## src/rtl/bin_to_bcd_seq.sv

```systemverilog
// Sequential 14-bit binary to 4-digit BCD converter (shift-and-add-3), with
// overflow flagging above 9999 and optional leading-zero blanking.
module bin_to_bcd_seq #(
  parameter bit BLANK_LEAD = 1'b0
) (
  input  logic        clk,
  input  logic        rst,
  input  logic        start,
  input  logic [13:0] bin,
  output logic        busy,
  output logic        done,
  output logic [15:0] bcd,
  output logic        ovf
);

  typedef enum logic [1:0] {IDLE, CONV, FIN} state_t;

  state_t      state;
  logic [3:0]  cnt;
  logic [13:0] sr;
  logic [15:0] scratch;
  logic        big;
  logic [15:0] adj;

  // Add-3 correction so each digit carries correctly on the following shift.
  always_comb begin
    adj = scratch;
    for (int i = 0; i < 4; i++)
      if (scratch[i*4 +: 4] >= 4'd5) adj[i*4 +: 4] = scratch[i*4 +: 4] + 4'd3;
  end

  // Leading zeros from thousands down become 4'hF; units always stays numeric.
  function automatic logic [15:0] blank_lead(input logic [15:0] d);
    logic [15:0] r;
    logic        lead;
    r    = d;
    lead = 1'b1;
    for (int i = 3; i >= 1; i--) begin
      if (lead && d[i*4 +: 4] == 4'd0) r[i*4 +: 4] = 4'hF;
      else lead = 1'b0;
    end
    return r;
  endfunction

  always_ff @(posedge clk) begin
    if (rst) begin
      state   <= IDLE;
      cnt     <= 4'd0;
      sr      <= 14'd0;
      scratch <= 16'd0;
      big     <= 1'b0;
      busy    <= 1'b0;
      done    <= 1'b0;
      bcd     <= 16'h0000;
      ovf     <= 1'b0;
    end else begin
      done <= 1'b0;
      case (state)
        IDLE: if (start) begin
          sr      <= bin;
          big     <= (bin > 14'd9999);
          scratch <= 16'd0;
          cnt     <= 4'd0;
          busy    <= 1'b1;
          state   <= CONV;
        end
        CONV: begin
          scratch <= {adj[14:0], sr[13]};
          sr      <= {sr[12:0], 1'b0};
          cnt     <= cnt + 4'd1;
          if (cnt == 4'd13) state <= FIN;
        end
        FIN: begin
          ovf   <= big;
          bcd   <= big ? 16'hFFFF : (BLANK_LEAD ? blank_lead(scratch) : scratch);
          done  <= 1'b1;
          busy  <= 1'b0;
          state <= IDLE;
        end
        default: state <= IDLE;
      endcase
    end
  end

endmodule

```

## config.mk

```make
export PLATFORM = sky130hd
export DESIGN_NAME = bin_to_bcd_seq
export DESIGN_NICKNAME = d
export VERILOG_FILES = /design/src/rtl/bin_to_bcd_seq.sv
export SDC_FILE = /design/constraint.sdc
export NUM_CORES = 1
export LEC_CHECK = 0
export ABC_CLOCK_PERIOD_IN_PS = 1700
export BUFFER_PORTS_ARGS = -buffer_cell sky130_fd_sc_hd__buf_2
export CELL_PAD_IN_SITES_DETAIL_PLACEMENT = 1
export CELL_PAD_IN_SITES_GLOBAL_PLACEMENT = 1
export CORE_ASPECT_RATIO = 0.8
export CORE_MARGIN = 10
export CORE_UTILIZATION = 42
export DETAILED_ROUTE_END_ITERATION = 8
export PLACE_DENSITY_LB_ADDON = 0.1
export SYNTH_ARGS = -nofsm -noshare
export SYNTH_HDL_FRONTEND = slang
export SYNTH_SLANG_ARGS = --single-unit
```

## constraint.sdc

```tcl
create_clock -name clk -period 1.7 [get_ports clk]
set_input_delay 0.51 -clock clk [delete_from_list [all_inputs] [get_ports clk]]
set_output_delay 0.51 -clock clk [all_outputs]
set_load 0.02 [all_outputs]
```

* Word level (Yosys, flattened, before mapping)
Index checks and enable logic that the tools add are counted. Widths: inputs -> output; s select.
Cells by class: add/sub/neg operators 5, multiply operators 0, divide/modulo/power cells 0, $lt $le $gt $ge 5, equality and inequality tests 5, shift operators 0, mux-type cells 17, bitwise gates (word level) 0, reductions and logical operators 7
Operators with widths (count):
- $mux 16 | 2
- $pmux 16 s2 | 1
- $pmux 14 s2 | 1
- $ge 4x3->1 const B | 4
- $mux 4 | 4
- $gt 14x14->1 const B | 1
- $mux 14 | 1
- $add 4x2->4 const B | 3
- $pmux 4 s2 | 1
- $reduce_and 2->1 | 4
- $add 4x1->4 const B | 1
- $eq 4x4->1 const B | 1
- $mux 2 | 2
- $ne 2x2->1 const B | 2
- $pmux 2 s2 | 1
- $reduce_bool 2->1 | 2
- $add 3x2->3 const B | 1
- $mux 3 | 1
- $eq 2x1->1 const B | 1
- $eq 2x2->1 const B | 1
- $logic_not 2->1 | 1
- $mux 1 | 2
- $pmux 1 s2 | 1
Storage, ports and cells: bits in registers 56, bits in latches 0, bits in writable memories 0, ROM bits 0, input port bits 17, output and inout port bits 19, memories 0

* Longest topological paths before layout
depth after elaboration 3, gate-level depth with buffers 6, mapped depth without buffers 6

* Worst setup path before layout
OpenSTA, ideal clock, no wires.
path type input -> register, start input port rst, end register scratch[12], data arrival time 1.362 ns, slack 0.254 ns, cell stages on the path 4, path through buf_6 -> or3b_1 -> buf_2 -> o31ai_2
RTL lines:
- start, declared | RTL line 7 | input logic rst,
- end signal, assigned | RTL line 68 | scratch <= {adj[14:0], sr[13]};
- end, declared | RTL line 21 | logic [15:0] scratch;

* Worst setup path in the final report
start register scratch[9], end register scratch[10]
On the way: longest elaborated chain between the ends 3, elaborated cells between the ends (all ways) 4, those cells by class add/sub: 1; order compare: 1; mux: 2
RTL lines:
- $add 4x2->4 / $ge 4x3->1 (equally long branches) | RTL line 29 | if (scratch[i*4 +: 4] >= 4'd5) adj[i*4 +: 4] = scratch[i*4 +: 4] + 4'd3;
- $mux 4 (*) | RTL line 29
- $pmux 16 s2 (*) | RTL line 58 | case (state)
Mark *: on every way between the ends. The rest lies on a longest branch, timed or not. A chain may end at the register's enable or synchronous reset.

==> reports/qor.txt <==
Pwr Density -> 876.3 nW/um^2
Post-Syn Area per Cell -> 8.624 sq um
Die H -> 88.78 um
# setup viols final -> 0
Worst Hold End -> sr[0]$_SDFFE_PP0P_
Die Area -> 9408 sq um
Sequential fraction of the synthesis area -> 45.14%
Post-DRT Antenna Nets -> 0
Outcome -> completed
Largest net degree at the start of global routing -> 22
Share of post-route cells with drive strength above 1 -> 21.92%
Final wirelength -> 6.752 mm
CP max-delay cell -> dfxtp_1
Fill cell count -> 708
CTS H-Tree Depth -> 2
Nets@finish -> 359
Vias -> 2153
DR WL/cell -> 16.43 um
ANT cells -> 0
Asr flop ratio synth -> 0%
Input/output buffers -> 35
Detailed Place HPWL -> 5.003 mm
Post-synth top cells -> dfxtp_1, nor2_1, nand2_1
Tightest hold margin -> 0.4082 ns
Worst setup path class -> reg -> reg
Final Slew Violations -> 0
Post-synth EDFFs -> 0
Ys flop type -> dfxtp_1
CTS root buf -> clkbuf_8
Residual DRC -> 0
Core Rows -> 24
Worst-Skew Late Latency -> 0.31 ns
First-pass GRT wire length -> 11.34 mm
Placed cell count -> 403
TritonCTS clock tree -> built
PnR Total Power -> 2.572 mW
Worst setup EP type -> flip-flop
Hold path startpoint -> bin[0]
Area growth syn-to-layout -> 18.19%
IO Pins -> 36
Final Critical Period -> 1.533 ns
Setup bufs post-CTS -> 0
Clock Sinks -> 56
Worst EP arrival -> 1.80 ns
Max Buffers Root-to-Sink -> 2
Grt total ovfl -> 0
Synth Net Count -> 315
Die width -> 106.0 um
CTS Hold Bufs -> 0
GRT Overall Usage -> 14.83%
Largest cells by area after synthesis -> dfxtp_1, nor2_1, nand2_1
Maximum clock frequency -> 652.4 MHz
Worst-margin pin slew -> 0.6062 ns
Synth Instances -> 288
Initial core utilization -> 44.47%
Fin util -> 52.55%
Worst slew margin -> 59.54%
Setup slack, reg-to-reg -> 0.17 ns
Reg2reg end -> scratch[10]$_SDFFE_PP0P_
Buf/Inv on CP -> 1
Crit path largest cell delay -> 0.42 ns
Distinct cell type count after synthesis -> 43
Via density -> 5.238
Synth Register Bits -> 56
Worst hold path class -> in -> reg
Vias in the first global route -> 2179
Worst-path maximum fanout -> 4
Synth area leader -> dfxtp_1
Synth Cell Area -> 2484 sq um
R2R depth -> 6
Drt first pass iters -> 4
Core area -> 5585 sq um
WP data required -> 1.96 ns
Worst setup SP type -> flip-flop
Fin cells -> 411
Hold Fails Final Rpt -> 0
Worst-path clk slew -> 0.10 ns
CTS buffer count -> 5
Hold-critical path depth -> 2
Worst vdd ir -> 350.1 uV
Post-synth top area share -> 45.14%
Leak Pwr -> 1.277 nW
GPL Wtd Cong -> 0.7786
Post-CTS sizing -> 0
Final period utilization -> 90.16%
Worst Skew -> 0.004076 ns
Number of max-cap violations -> 0
Crit path cell chain -> inv_1 -> ha_1 -> nand2b_1 -> a21oi_2 -> mux2i_1 -> a22o_1
Yosys warns -> 0
Initial DRC Count -> 82
Initial antenna violation count -> 0
CP top delay family -> flip-flops
Most common cell in the netlist -> dfxtp_1
Unrepaired setup endpoints after global routing -> no
Critical R2R Launch -> scratch[9]$_SDFFE_PP0P_
==> metrics by stage <==
step / cell area [sq um] / setup slack [ns] / setup TNS [ns]
after floorplan: 2484 / 0.2540 / 0
after global routing: 2935 / 0.02940 / 0
after detailed placement: 2820 / -0.08014 / -0.5489
after global placement: 2820 / -0.03130 / -0.1640
after CTS: 2928 / 0.04724 / 0
final: 2935 / 0.1673 / 0
==> metal layers <==
layer | up-vias | part of all wire [%] | routed length, um | global-route usage [%]
li1 | 1072 | - | - | -
met1 | 1046 | 51 | 3419 | 19.90
met2 | 28 | 45 | 3061 | 23.49
met3 | 7 | 2.9 | 195 | 2.977
met4 | 0 | 1.1 | 75 | 4.785
met5 | - | 0 | 0 | 0
==> worst max path at each step <==
stage,from,end,slack (ns),cells after the start
3_5_place_dp,rst,sr[12]$_SDFFE_PP0P_,-0.08,4
6_report,scratch[9]$_SDFFE_PP0P_,scratch[10]$_SDFFE_PP0P_,0.17,6
3_3_place_gp,rst,scratch[11]$_SDFFE_PP0P_,-0.03,4
5_1_grt,scratch[9]$_SDFFE_PP0P_,scratch[10]$_SDFFE_PP0P_,0.03,6
4_1_cts,scratch[9]$_SDFFE_PP0P_,scratch[10]$_SDFFE_PP0P_,0.05,6
2_1_floorplan,rst,scratch[12]$_SDFFE_PP0P_,0.25,4
==> flip-flops by register name, summed over array words and instances (netlist names) <==
name     cells
cnt          4
sr          14
big          1
bcd         16
busy         1
scratch     16
ovf          1
state        2
done         1
==> cells in the final DEF, fill, tap and decap left out, types with 2 or more instances in the layout <==
| cell | n |
|---|---|
| a21oi_1 | 7 |
| nand3b_1 | 2 |
| o21ai_0 | 26 |
| xnor2_1 | 4 |
| xor2_1 | 2 |
| a22o_1 | 7 |
| nor3_2 | 2 |
| nand3_1 | 8 |
| clkbuf_8 | 5 |
| nor2_2 | 2 |
| dfxtp_1 | 55 |
| ha_1 | 10 |
| nor2b_1 | 2 |
| nand2_1 | 39 |
| nor2_1 | 42 |
| a22oi_1 | 7 |
| nor3_1 | 9 |
| o21ai_1 | 2 |
| buf_4 | 15 |
| a2bb2oi_1 | 7 |
| mux2i_1 | 4 |
| nand2b_1 | 5 |
| o31ai_2 | 2 |
| buf_2 | 35 |
| buf_12 | 2 |
| inv_1 | 11 |
==> cell families after synthesis <==
family / share of synthesized area, %
AO/OA/AOI/OAI: 18.59
XOR/XNOR: 2.116
adder cells (fa/ha/maj): 5.038
buffers and inverters: 5.239
flip-flops: 45.14
multiplexers: 2.066
AND/OR/NAND/NOR: 21.81
==> report_power, final <==
group	leakage (nW)	internal (mW)	switching (mW)
clock network	0.0552	0.438	0.438
registers	0.455	1.36	0.0323
logic	0.767	0.129	0.179
total	1.28	1.92	0.649
==> cell type report <==
class | count | area [sq um] | area share, %
clock buffers | 6 | 72.57 | 2.472
clock inverters | 2 | 35.03 | 1.194
inverters | 11 | 41.29 | 1.407
multi-input cells | 206 | 1239 | 42.20
flip-flops and latches | 56 | 1122 | 38.24
well taps | 78 | 97.59 | 3.325
repair buffers | 52 | 327.8 | 11.17
(Power assumes the default switching activity.)
